File: config.mk
export PLATFORM = sky130hd
export DESIGN_NAME = reflet_pwm_capture
export DESIGN_NICKNAME = d
export VERILOG_FILES = /design/src/rtl/reflet_pwm_capture.sv
export SDC_FILE = /design/constraint.sdc
export NUM_CORES = 1
export LEC_CHECK = 0
export CORE_AREA = 2 2 58 81
export DETAILED_ROUTE_END_ITERATION = 10
export DIE_AREA = 0 0 60 83
export DONT_BUFFER_PORTS = 1
export PLACE_DENSITY = 0.67
export SETUP_SLACK_MARGIN = 0.2
export SLEW_MARGIN = 20
export SYNTH_ARGS = -nofsm -noshare
export SYNTH_HDL_FRONTEND = slang
export SYNTH_SLANG_ARGS = --single-unit
File: constraint.sdc
create_clock -name clk -period 2.09 [get_ports clk]
set_input_delay 0.3135 -clock clk [delete_from_list [all_inputs] [get_ports clk]]
set_output_delay 0.3135 -clock clk [all_outputs]
set_load 0.1 [all_outputs]
File: src/rtl/reflet_pwm_capture.sv
// Reflet bus peripheral measuring period and high time of an external PWM-like input.
// Four byte registers: CTRL, STATUS, PERIOD, HIGH; level-sensitive interrupt on a fresh capture.
module reflet_pwm_capture #(
  parameter int                        base_addr_size = 16,
  parameter logic [base_addr_size-1:0] base_addr      = 16'hFF1C
) (
  input  logic                      clk,
  input  logic                      reset,
  input  logic                      enable,
  input  logic [base_addr_size-1:0] addr,
  input  logic [7:0]                data_in,
  output logic [7:0]                data_out,
  input  logic                      write_en,
  input  logic                      in,
  output logic                      irq
);

  localparam int SYNC_STAGES = 2;

  localparam logic [1:0] ST_OFF  = 2'd0;
  localparam logic [1:0] ST_ARM  = 2'd1;
  localparam logic [1:0] ST_MEAS = 2'd2;

  localparam logic [1:0] OFF_CTRL   = 2'd0;
  localparam logic [1:0] OFF_STATUS = 2'd1;
  localparam logic [1:0] OFF_PERIOD = 2'd2;
  localparam logic [1:0] OFF_HIGH   = 2'd3;

  // Bus decode: the difference form avoids overflowing base_addr+4 near the top of the map.
  logic [base_addr_size-1:0] addr_diff;
  logic                      sel;
  logic [1:0]                offset;
  logic                      bus_wr;
  logic                      unused_data;

  assign addr_diff   = addr - base_addr;
  assign sel         = enable && (addr_diff[base_addr_size-1:2] == '0);
  assign offset      = addr_diff[1:0];
  assign bus_wr      = sel && write_en;
  assign unused_data = ^data_in[7:3];

  logic [SYNC_STAGES-1:0] sync_reg;
  logic [SYNC_STAGES-1:0] sync_chain_in;
  logic                   s_d_reg;
  logic                   level;
  logic                   rise;
  logic                   fall;

  assign sync_chain_in = {sync_reg[SYNC_STAGES-2:0], in};

  generate
    for (genvar gi = 0; gi < SYNC_STAGES; gi++) begin : g_sync
      always_ff @(posedge clk) begin
        if (!reset) begin
          sync_reg[gi] <= 1'b0;
        end else begin
          sync_reg[gi] <= sync_chain_in[gi];
        end
      end
    end
  endgenerate

  always_ff @(posedge clk) begin
    if (!reset) begin
      s_d_reg <= 1'b0;
    end else begin
      s_d_reg <= level;
    end
  end

  assign level = sync_reg[SYNC_STAGES-1];
  assign rise  = level & ~s_d_reg;
  assign fall  = ~level & s_d_reg;

  logic       run_reg, run_next;
  logic       oneshot_reg, oneshot_next;
  logic       irq_en_reg, irq_en_next;
  logic       valid_reg, valid_next;
  logic       ovf_reg, ovf_next;
  logic [7:0] period_reg, period_next;
  logic [7:0] high_reg, high_next;
  logic [1:0] state_reg, state_next;
  logic [7:0] cnt_reg, cnt_next;
  logic [7:0] hcnt_reg, hcnt_next;
  logic       hfrozen_reg, hfrozen_next;
  logic       irq_reg, irq_next;

  always_comb begin
    run_next     = run_reg;
    oneshot_next = oneshot_reg;
    irq_en_next  = irq_en_reg;
    valid_next   = valid_reg;
    ovf_next     = ovf_reg;
    period_next  = period_reg;
    high_next    = high_reg;
    state_next   = state_reg;
    cnt_next     = cnt_reg;
    hcnt_next    = hcnt_reg;
    hfrozen_next = hfrozen_reg;

    // Bus writes first so that hardware set events below take priority over W1C.
    if (bus_wr && offset == OFF_CTRL) begin
      run_next     = data_in[0];
      oneshot_next = data_in[1];
      irq_en_next  = data_in[2];
    end
    if (bus_wr && offset == OFF_STATUS) begin
      if (data_in[0]) valid_next = 1'b0;
      if (data_in[1]) ovf_next   = 1'b0;
    end

    case (state_reg)
      ST_OFF: begin
        if (run_reg) begin
          state_next = ST_ARM;
        end
      end
      ST_ARM: begin
        if (rise) begin
          cnt_next     = 8'd1;
          hcnt_next    = 8'd1;
          hfrozen_next = 1'b0;
          state_next   = ST_MEAS;
        end
      end
      ST_MEAS: begin
        if (rise) begin
          period_next  = cnt_reg;
          high_next    = hcnt_reg;
          valid_next   = 1'b1;
          cnt_next     = 8'd1;
          hcnt_next    = 8'd1;
          hfrozen_next = 1'b0;
          if (oneshot_reg) begin
            run_next = 1'b0;
          end
        end else if (cnt_reg == 8'hFF) begin
          // Period exceeds the 8-bit range: flag it and wait for a fresh edge.
          ovf_next     = 1'b1;
          cnt_next     = 8'd0;
          hcnt_next    = 8'd0;
          hfrozen_next = 1'b0;
          state_next   = ST_ARM;
        end else begin
          cnt_next = cnt_reg + 8'd1;
          if (fall) begin
            hfrozen_next = 1'b1;
          end else if (!hfrozen_reg) begin
            hcnt_next = hcnt_reg + 8'd1;
          end
        end
      end
      default: begin
        state_next = ST_OFF;
      end
    endcase

    // Clearing run (by the bus or by a oneshot capture) parks the block with idle counters.
    if (!run_next) begin
      state_next   = ST_OFF;
      cnt_next     = 8'd0;
      hcnt_next    = 8'd0;
      hfrozen_next = 1'b0;
    end
  end

  assign irq_next = irq_en_reg & valid_reg;

  always_ff @(posedge clk) begin
    if (!reset) begin
      run_reg     <= 1'b0;
      oneshot_reg <= 1'b0;
      irq_en_reg  <= 1'b0;
      valid_reg   <= 1'b0;
      ovf_reg     <= 1'b0;
      period_reg  <= 8'd0;
      high_reg    <= 8'd0;
      state_reg   <= ST_OFF;
      cnt_reg     <= 8'd0;
      hcnt_reg    <= 8'd0;
      hfrozen_reg <= 1'b0;
      irq_reg     <= 1'b0;
    end else begin
      run_reg     <= run_next;
      oneshot_reg <= oneshot_next;
      irq_en_reg  <= irq_en_next;
      valid_reg   <= valid_next;
      ovf_reg     <= ovf_next;
      period_reg  <= period_next;
      high_reg    <= high_next;
      state_reg   <= state_next;
      cnt_reg     <= cnt_next;
      hcnt_reg    <= hcnt_next;
      hfrozen_reg <= hfrozen_next;
      irq_reg     <= irq_next;
    end
  end

  assign irq = irq_reg;

  always_comb begin
    data_out = 8'h00;
    if (sel) begin
      case (offset)
        OFF_CTRL:   data_out = {5'b0, irq_en_reg, oneshot_reg, run_reg};
        OFF_STATUS: data_out = {5'b0, level, ovf_reg, valid_reg};
        OFF_PERIOD: data_out = period_reg;
        OFF_HIGH:   data_out = high_reg;
        default:    data_out = 8'h00;
      endcase
    end
  end

endmodule

# Word level (Yosys, flattened, before mapping)
# Cells that the tools add are included.
# Widths: inputs -> output; s select.
# classes
addsub	3
eq_ne	13
n_mux	34
bitwise_logic	5
reduce_logical	14
# ops
cell	n
$mux 8	8
$pmux 8 s2	2
$pmux 8 s4	1
$mux 1	17
$add 8x1->8 const B	2
$sub 16x16->16 const B	1
$logic_not 14->1	1
$ne 4x4->1 const B	3
$eq 8x8->1 const B	1
$mux 2	4
$ne 2x2->1 const B	4
$reduce_and 4->1	2
$eq 2x2->1 const B	3
$pmux 2 s3	1
$reduce_and 2->1	3
$eq 2x1->1 const B	2
$logic_and 1x1->1	4
$logic_not 2->1	2
$and 1x1->1	3
$reduce_and 3->1	1
$not 1->1	2
$pmux 1 s2	1
$reduce_bool 2->1	1
# word_totals
regBits	44
output_inout_bits	9
word_cells	84

# Longest topological paths before layout
# Gate-level depths: netlist (run 1).
# logic_depth
ltp_word	10
depth_mapped	9
depth_no_buf	7

# Worst setup path before layout (run 1)
# OpenSTA, ideal clock, no wires.
# synth_timing
path_type	input-to-output
from	in addr[11]
to	out data_out[3]
arrival_time_ns	2.410
required_time_ns	1.776
setup_slack_ns	-0.634
path_stages	5
n_path_buf	0
path_cell_list	nor4_1 > a31oi_1 > nor3_1 > nand2_1 > nor2_1
# synth_between
elab_chain_cells	4
# synth_lines
item	line_no	source
from (decl)	10	input logic [base_addr_size-1:0] addr,
$sub 16x16->16	36	assign addr_diff = addr - base_addr;
$logic_not 14->1	37	assign sel = enable && (addr_diff[base_addr_size-1:2] == '0);
$logic_and 1x1->1	37	
$mux 8	203	if (sel) begin
to (decl)	12	output logic [7:0] data_out,
# Every way passes these cells.

# Worst setup path after layout (run 1)
# layout_timing
from	reg state_reg[1]
to	reg cnt_reg[5]
# layout_between
elab_chain_cells	3
word_cells_on_any_way	8
cone_classes	3 x eq/ne; 2 x mux; 3 x reduce/logical
# layout_lines
item	line_no	source
from (decl)	82	logic [1:0] state_reg, state_next;
from (signal assigned)	191	state_reg <= state_next;
$eq 2x1->1 / $eq 2x2->1 (equally long branches)	112	case (state_reg)
$ne 2x2->1 (no source line), or another cell as far along	-	
$reduce_and 2->1 (no source line)	-	
to (signal assigned)	192	cnt_reg <= cnt_next;
to (decl)	83	logic [7:0] cnt_reg, cnt_next;
# Parallel ways exist; a longest one is shown, timed or not.
# A chain may end at the register's enable or synchronous reset.

==> results.rst, run 1 <==
.. list-table::
   :header-rows: 1

   * - Metric
     - Value
   * - Run status
     - completed
   * - DRT antenna net count
     - 0
   * - Launch instance of the worst min-delay path
     - reset
   * - Count of final hold-check violations
     - 0
   * - Via count of the first global-routing pass
     - 1,867
   * - Port Buffer Count
     - 0
   * - Setup slack of the critical path after layout
     - 0.283 ns
   * - Area added between synthesis and finish
     - 22.5%
   * - # fillers
     - 367
   * - Max-cap check violation count
     - 0
   * - Slew at the pin closest to its max-slew limit
     - 0.569 ns
   * - Worst hold slack
     - 0.138 ns
   * - Worst Hold Class
     - in2reg
   * - Proportion of layout cells with a drive suffix above 1
     - just under 20%
   * - Data required, critical path
     - around 2.3 ns
   * - Setup repair after global routing missed its margin
     - true
   * - First-pass GRT wire length
     - 8420 microns
   * - CTS clock-pin slew for the worst setup and hold paths
     - 0.09 ns
   * - Parity-gate share of the synthesized area counting xor and xnor cells
     - under 10%
   * - R2r startpoint
     - state_reg[1]$_SDFFE_PN0P_
   * - Maximum buffer depth of the clock tree
     - 2
   * - Basic-gate share of the synthesized area counting and, or, nand and nor cells
     - 26.7%
   * - Count of hold-fix buffers inserted at cts
     - 0
   * - Post-route non-filler standard cell count
     - 346
   * - Average via count per standard cell
     - 5.49
   * - Total standard cell area after synthesis
     - 2270 sq um
   * - Number of diodes added for antenna fixing
     - 0
   * - Sort of element at the start of the critical path
     - flip-flop
   * - Last weighted congestion value of the routability-driven placer
     - 0.855
   * - # placed instances
     - about 340
   * - Complex-gate fraction of the synthesized area
     - 15.9%
   * - Post-synthesis cell count
     - 266
   * - Launch point of the worst path
     - state_reg[1]$_SDFFE_PN0P_
   * - Layout Nets
     - roughly 320
   * - Placeable Area
     - around 4200 sq um
   * - Initial Utilization
     - 53.5%
   * - Antenna violations before repair
     - 0
   * - Worst-path cell with the longest stage delay
     - sky130_fd_sc_hd__or3_4
   * - Avg Synthesized Cell Area
     - ~8.5 sq um
   * - Synthesized-area fraction occupied by adder cells
     - 3.86%
   * - Critical Path, Cell by Cell
     - inv_1, ha_2, nand2b_1, o21ai_1, or3_4, or3b_1, a21oi_1
   * - Switching power summed over all nets
     - between 300 and 400 uW
   * - Die width
     - approximately 60 microns
   * - Number of design rule violations left after detail routing
     - 0
   * - Worst reg-to-reg path cell count
     - 7
   * - Drt total wl
     - 4800 microns
   * - Reg-to-reg critical path endpoint
     - cnt_reg[5]$_SDFFE_PN0P_
   * - Total power per unit cell area
     - 558 nW/um^2
   * - Crit path capture type
     - flip-flop
   * - Register bit total from synthesis
     - 44
   * - Via Count
     - 1,901
   * - Internal power of the cells
     - 1.25 mW
   * - Synth async-reset ratio
     - 0%
   * - Post-synth EDFFs
     - 0
   * - Switching part of the total power
     - 19.4%
   * - Most frequently used flop master after synthesis
     - sky130_fd_sc_hd__dfxtp_1
   * - Average wire length per cell after detail routing
     - 13.9 microns
   * - Area enclosed by the die boundary
     - 4980 sq um
   * - Number of nets produced by synthesis
     - slightly above 300
   * - Final count of pins violating max slew
     - 0
   * - Number of sinks driven by the clock tree
     - 44
   * - GRT Residual Overflow
     - 0
   * - Fraction of power consumed by the clock network
     - 43.9%
   * - Worst relative slew slack
     - 62.0%
   * - Number of rows in the core area
     - 28
   * - Minimum clock period after layout
     - 1.81 ns
   * - Die Height
     - 83 microns
   * - Total Negative Setup Slacks
     - 0 ns
   * - Share of the cycle needed by the critical path after routing
     - 86.5%
   * - Number of warnings reported in the yosys synthesis log
     - 0
   * - Proportion of synthesized area in mux cells
     - 8.50%
   * - Crit Path Category
     - reg2reg
   * - Leakage power summed over all cells
     - approximately 0.95 nW
   * - Aggregate global-route resource usage
     - between 20 and 25%
   * - Initial drt markers
     - 74
   * - Max Fclk
     - 0.553 GHz
   * - Sequential power share
     - between 50% and 60%
   * - Clock buffer count from CTS
     - 5
   * - Pin count of the biggest net entering global routing
     - 27
   * - Latest clock arrival within the worst-skew pair
     - around 0.3 ns
   * - Final setup skew
     - between 0.01 and 0.015 ns
   * - HPWL after DPL
     - 3560 microns
   * - Hold Path Cell Cnt
     - 1
   * - Final setup violation count
     - 0
   * - Dominant combinational cell family by area after synthesis
     - simple AND/OR/NAND/NOR gates
   * - Terminating pin of the worst hold path
     - level$_SDFF_PN0_
   * - Root buffer selected by CTS
     - sky130_fd_sc_hd__clkbuf_8
   * - Worst vdd rail ir drop
     - 0.411 mV
   * - Drt first pass iters
     - 4
   * - Combinational fraction of design power
     - 1.8%
   * - Arrival time reported for the critical path endpoint
     - 2.05 ns
   * - Register area share after synthesis
     - around two fifths
   * - Placement-stage worst setup slack
     - 0.178 ns
   * - # IOs
     - 38
   * - Count of unique library cells instantiated by Yosys
     - 49
   * - TritonCTS clock tree
     - built
   * - Biggest cell delay along the critical path
     - 0.40 ns
   * - CTS HTree Levels
     - 2
   * - CP Max Fanout
     - 7
   * - R2R setup slack
     - 0.28 ns
-- through the flow --
stage	area (sq um)	util [%]	total power, mW
after floorplan	2340	-	0.892
after global placement	2620	61.7	0.887
after detailed placement	2620	61.7	0.888
after CTS	2760	65.0	1.57
after global routing	2780	65.5	1.60
final	2780	65.5	1.55
-- logic make-up after synthesis --
logic type      count (synthesis)
fa+ha+maj                       7
xor+xnor                        6
buf+inv                        20
flops                          44
simple gates                  121
mux                            15
compound gates                 53
-- what timing repair did --
item | 4_1_cts | 5_1_grt
cloned | 0 | 0
buffers inserted | 1 | 1
pin swaps | 0 | 3
endpoints found under the hold margin | 0 | 0
gates resized for setup | 2 | 6
setup endpoints to repair | 7 | 18
-- power by group through the flow --
| stage | logic [mW] | registers (mW) | clock network (mW) |
|---|---|---|---|
| 2_1_floorplan | 0.0316 | 0.860 | 0 |
| 3_3_place_gp | 0.0264 | 0.861 | 0 |
| 3_5_place_dp | 0.0269 | 0.861 | 0 |
| 4_1_cts | 0.0276 | 0.841 | 0.698 |
| 5_1_grt | 0.0305 | 0.842 | 0.731 |
| 6_report | 0.0277 | 0.842 | 0.680 |
-- critical path: cells and delay by family (launching register included) --
kind | cells | cell delay, ns
and+or+nand+nor | 3 | 0.89
DFF | 1 | 0.35
AOI/OAI and AO/OA | 2 | 0.24
adders and majority gates | 1 | 0.21
buffers and inverters | 1 | 0.07
-- cell type report --
class	count	area [sq um]	area share, %
Multi-Input combinational cell	202	1390	50.1
Sequential cell	44	883	31.8
Timing Repair Buffer	23	273	9.82
Clock buffer	6	82.6	2.97
Tap cell	60	75.1	2.70
Clock inverter	2	38.8	1.40
Inverter	9	33.8	1.22
-- per-layer routing --
metal,GRT usage [%],wire [microns],vias to the layer above
met5,0,0,-
met1,27.0,2110,878
met4,8.48,128,0
met2,35.3,2400,31
li1,-,-,980
met3,4.52,157,12
-- how the worst max path moves through the flow --
| stage | endpoint | cells after the start | slack [ns] |
|---|---|---|---|
| 4_1_cts | cnt_reg[5]$_SDFFE_PN0P_ | 7 | 0.22 |
| 6_report | cnt_reg[5]$_SDFFE_PN0P_ | 7 | 0.28 |
| 3_3_place_gp | cnt_reg[5]$_SDFFE_PN0P_ | 7 | 0.19 |
| 2_1_floorplan | data_out[3] | 5 | 0.14 |
| 5_1_grt | data_out[4] | 6 | 0.19 |
| 3_5_place_dp | data_out[6] | 6 | 0.18 |
-- synth_stat cells, types with 2 or more instances --
cell type,number,share of area (%)
sky130_fd_sc_hd__o21ai_0,8,1.8
sky130_fd_sc_hd__a21boi_0,18,6.0
sky130_fd_sc_hd__nand4_1,3,0.83
sky130_fd_sc_hd__nand3_1,13,2.9
sky130_fd_sc_hd__nor4_1,4,1.1
sky130_fd_sc_hd__nor2b_1,4,1.1
sky130_fd_sc_hd__nand2_1,41,6.8
sky130_fd_sc_hd__xnor2_1,6,2.3
sky130_fd_sc_hd__nand2b_1,4,1.1
sky130_fd_sc_hd__ha_1,7,3.9
sky130_fd_sc_hd__and3_1,3,0.83
sky130_fd_sc_hd__inv_1,9,1.5
sky130_fd_sc_hd__or3_1,2,0.55
sky130_fd_sc_hd__mux4_2,3,3.0
sky130_fd_sc_hd__clkbuf_1,8,1.3
sky130_fd_sc_hd__nor2_1,22,3.6
sky130_fd_sc_hd__nor3b_1,3,0.99
sky130_fd_sc_hd__dfxtp_1,44,39
sky130_fd_sc_hd__and2_1,9,2.5
sky130_fd_sc_hd__mux2i_1,11,4.9
sky130_fd_sc_hd__nor3_1,6,1.3
sky130_fd_sc_hd__a31oi_1,2,0.55
sky130_fd_sc_hd__a21oi_1,10,2.2
-- placed cells by master (no fill, tap or decap), types with 3 or more instances in the layout --
cell / n
sky130_fd_sc_hd__nand2b_1: 4
sky130_fd_sc_hd__nor2_1: 17
sky130_fd_sc_hd__buf_4: 15
sky130_fd_sc_hd__nand2_1: 40
sky130_fd_sc_hd__buf_12: 8
sky130_fd_sc_hd__o21ai_0: 7
sky130_fd_sc_hd__xnor2_1: 6
sky130_fd_sc_hd__and2_1: 6
sky130_fd_sc_hd__nand4_1: 3
sky130_fd_sc_hd__dfxtp_1: 42
sky130_fd_sc_hd__mux4_2: 3
sky130_fd_sc_hd__a21oi_1: 10
sky130_fd_sc_hd__nor3b_1: 3
sky130_fd_sc_hd__nor4_1: 3
sky130_fd_sc_hd__mux2i_1: 11
sky130_fd_sc_hd__inv_1: 9
sky130_fd_sc_hd__nor2b_1: 4
sky130_fd_sc_hd__ha_1: 5
sky130_fd_sc_hd__nand3_1: 13
sky130_fd_sc_hd__a21boi_0: 18
sky130_fd_sc_hd__and2_2: 3
sky130_fd_sc_hd__clkbuf_8: 6
sky130_fd_sc_hd__nor3_1: 5
sky130_fd_sc_hd__nor2_4: 5
sky130_fd_sc_hd__and3_1: 3
(Power assumes the default switching activity.)
==> run 2: changes to the inputs <==
--- a/config.mk
+++ b/config.mk
@@ -6,10 +6,11 @@
 export NUM_CORES = 1
 export LEC_CHECK = 0
 export CORE_AREA = 2 2 58 81
+export CTS_CLUSTER_DIAMETER = 30
 export DETAILED_ROUTE_END_ITERATION = 10
 export DIE_AREA = 0 0 60 83
 export DONT_BUFFER_PORTS = 1
-export PLACE_DENSITY = 0.67
+export PLACE_DENSITY_LB_ADDON = 0.12
 export SETUP_SLACK_MARGIN = 0.2
 export SLEW_MARGIN = 20
 export SYNTH_ARGS = -nofsm -noshare
==> run 2 against run 1 <==
Wire length is 1.5% lower. Critical path depth is 1 higher. Fmax is 0.43% lower. Die area stayed put. Setup slack worse by 0.0079 ns. Global-route usage is 0.90 points lower. Via count is 1.3% lower. Sequential share of layout area is 0.084 points higher.
==> results.rst, run 2 (synthesis gave the netlist of run 1 again) <==
.. list-table::
   :header-rows: 1

   * - Metric
     - Value
   * - Setup repair after global routing missed its margin
     - true
   * - Worst-path cell with the longest stage delay
     - sky130_fd_sc_hd__or3b_1
   * - Latest clock arrival within the worst-skew pair
     - 0.29 ns
   * - R2r startpoint
     - s_d_reg$_SDFF_PN0_
   * - CTS clock-pin slew for the worst setup and hold paths
     - approximately 0.080 ns
   * - Average via count per standard cell
     - 5.41
   * - Count of hold-fix buffers inserted at cts
     - 0
   * - Initial Utilization
     - ~53%
   * - Finished layout cell area
     - ~2800 sq um
   * - GRT Residual Overflow
     - 0
   * - Count of final hold-check violations
     - 0
   * - Via count of the first global-routing pass
     - 1,862
   * - Leakage power summed over all cells
     - 0.941 nW
   * - TritonCTS clock tree
     - built
   * - Terminating pin of the worst hold path
     - level$_SDFF_PN0_
   * - Aggregate global-route resource usage
     - 20.7%
   * - Root buffer selected by CTS
     - sky130_fd_sc_hd__clkbuf_8
   * - Share of the cycle needed by the critical path after routing
     - ~87%
   * - Max Fclk
     - 0.551 GHz
   * - # placed instances
     - between 300 and 400
   * - R2R setup slack
     - around 0.28 ns
   * - Biggest cell delay along the critical path
     - 0.38 ns
   * - Proportion of layout cells with a drive suffix above 1
     - 19.5%
   * - Area enclosed by the die boundary
     - between 4000 and 5000 sq um
   * - Drt first pass iters
     - 4
   * - Slew at the pin closest to its max-slew limit
     - 0.559 ns
   * - DRT antenna net count
     - 0
   * - Placed cell areas
     - 2620 sq um
   * - Most used cells in the layout excluding fill and tap cells
     - 43 x sky130_fd_sc_hd__dfxtp_1, 40 x sky130_fd_sc_hd__nand2_1, 18 x sky130_fd_sc_hd__a21boi_0
   * - Hold Path Cell Cnt
     - 1
   * - Reg-to-reg critical path endpoint
     - cnt_reg[5]$_SDFFE_PN0P_
   * - Data required, critical path
     - 2.32 ns
   * - Worst reg-to-reg path cell count
     - 8
   * - Antenna violations before repair
     - 0
   * - Post-route non-filler standard cell count
     - between 300 and 400
   * - # IOs
     - 38
   * - Number of diodes added for antenna fixing
     - 0
   * - Layout Nets
     - 322
   * - Average wire length per cell after detail routing
     - 13.6 microns
   * - Number of rows in the core area
     - 28
   * - Port Buffer Count
     - 0
   * - Worst vdd rail ir drop
     - around 0.3 mV
   * - Run status
     - completed
   * - CP Max Fanout
     - 8
   * - Placeable Area
     - 4240 sq um
   * - Number of design rule violations left after detail routing
     - 0
   * - HPWL after DPL
     - 3550 microns
   * - First-pass GRT wire length
     - 8270 microns
   * - Cell type with the highest occurrence count on the critical path
     - sky130_fd_sc_hd__inv_1
   * - Critical Path, Cell by Cell
     - inv_1, ha_1, buf_4, inv_1, nand2_1, or3_1, or3b_1, a21oi_1
   * - Minimum clock period after layout
     - around 1.8 ns
   * - Max-cap check violation count
     - 0
   * - Maximum buffer depth of the clock tree
     - 2
   * - Launch instance of the worst min-delay path
     - reset
   * - Total power per unit cell area
     - 514 nW/um^2
   * - Worst relative slew slack
     - a little over three fifths
   * - Commonest non-fill, non-tap cell in the layout
     - sky130_fd_sc_hd__dfxtp_1
   * - Arrival time reported for the critical path endpoint
     - 2.05 ns
   * - CTS HTree Levels
     - 2
   * - Crit path capture type
     - flip-flop
   * - Area added between synthesis and finish
     - 22.0%
   * - Last weighted congestion value of the routability-driven placer
     - a little under 0.9
   * - Worst Hold Class
     - in2reg
   * - Drt total wl
     - approximately 4700 microns
   * - Crit Path Category
     - reg2reg
   * - Die width
     - about 60 microns
   * - Number of sinks driven by the clock tree
     - 44
   * - Total Negative Setup Slacks
     - 0 ns
   * - Sort of element at the start of the critical path
     - flip-flop
   * - Pin count of the biggest net entering global routing
     - 27
   * - Die Height
     - 83 microns
   * - Final count of pins violating max slew
     - 0
   * - Final setup skew
     - roughly 0.0037 ns
   * - Via Count
     - between 1,500 and 2,000
   * - Final setup violation count
     - 0
   * - Clock buffer count from CTS
     - 5
   * - Initial drt markers
     - 55
[run 2: final cells by class]
| type | instances | area, sq um |
|---|---|---|
| timing repair buffer | 24 | 280 |
| tap | 60 | 75.1 |
| fill | 375 | 1470 |
| sequential | 44 | 882 |
| multi-input combinational | 202 | 1400 |
| clock inverter | 1 | 7.51 |
| inverter | 9 | 33.8 |
| clock buffer | 7 | 86.3 |
[run 2: per-stage QoR]
stage                     total power, mW  worst slack [ns]  util [%]  hold slack (ns)
final                                1.42             0.275      65.2            0.136
after global routing                 1.48             0.144      65.2            0.136
after CTS                            1.44             0.222      64.0            0.132
after detailed placement            0.888             0.194      61.7            0.425
after global placement              0.888             0.212      61.7            0.415
after floorplan                     0.892             0.139         -            0.412
[run 2: critical path: cells and delay by family (launching register included)]
kind | cells | cell delay (ns)
AOI/OAI and AO/OA | 1 | 0.14
adders and majority gates | 1 | 0.20
buffers and inverters | 3 | 0.29
DFF | 1 | 0.34
and+or+nand+nor | 3 | 0.79
[run 2: what timing repair did]
| action | CTS | global route |
|---|---|---|
| buffers inserted | 0 | 3 |
| hold endpoints to repair | 0 | 0 |
| pin swaps | 0 | 4 |
| gates resized for setup | 1 | 7 |
| setup endpoints to repair | 5 | 21 |
[run 2: worst max path at each step]
stage,endpoint,from,depth (start not counted),slack (ns)
global placement,data_out[5],addr[7],6,0.21
CTS,cnt_reg[5]$_SDFFE_PN0P_,level$_SDFF_PN0_,6,0.22
finish,cnt_reg[5]$_SDFFE_PN0P_,s_d_reg$_SDFF_PN0_,8,0.28
detailed placement,data_out[5],addr[7],6,0.19
floorplan,data_out[3],addr[7],5,0.14
global route,hcnt_reg[0]$_SDFFE_PN0P_,cnt_reg[5]$_SDFFE_PN0P_,4,0.14
[run 2: metal layers]
| layer | vias up | wire length (microns) | track usage, % |
|---|---|---|---|
| li1 | 975 | - | - |
| met1 | 875 | 2210 | 27.2 |
| met2 | 22 | 2350 | 33.9 |
| met3 | 5 | 127 | 4.67 |
| met4 | 0 | 37 | 4.85 |
| met5 | - | 0 | 0 |
[run 2: power breakdown]
part	total [mW]	leakage, nW	switching [mW]	internal [mW]
Combinational	0.0279	0.542	0.00954	0.0184
Clock	0.552	0.0445	0.283	0.269
Sequential	0.841	0.355	0.00146	0.840
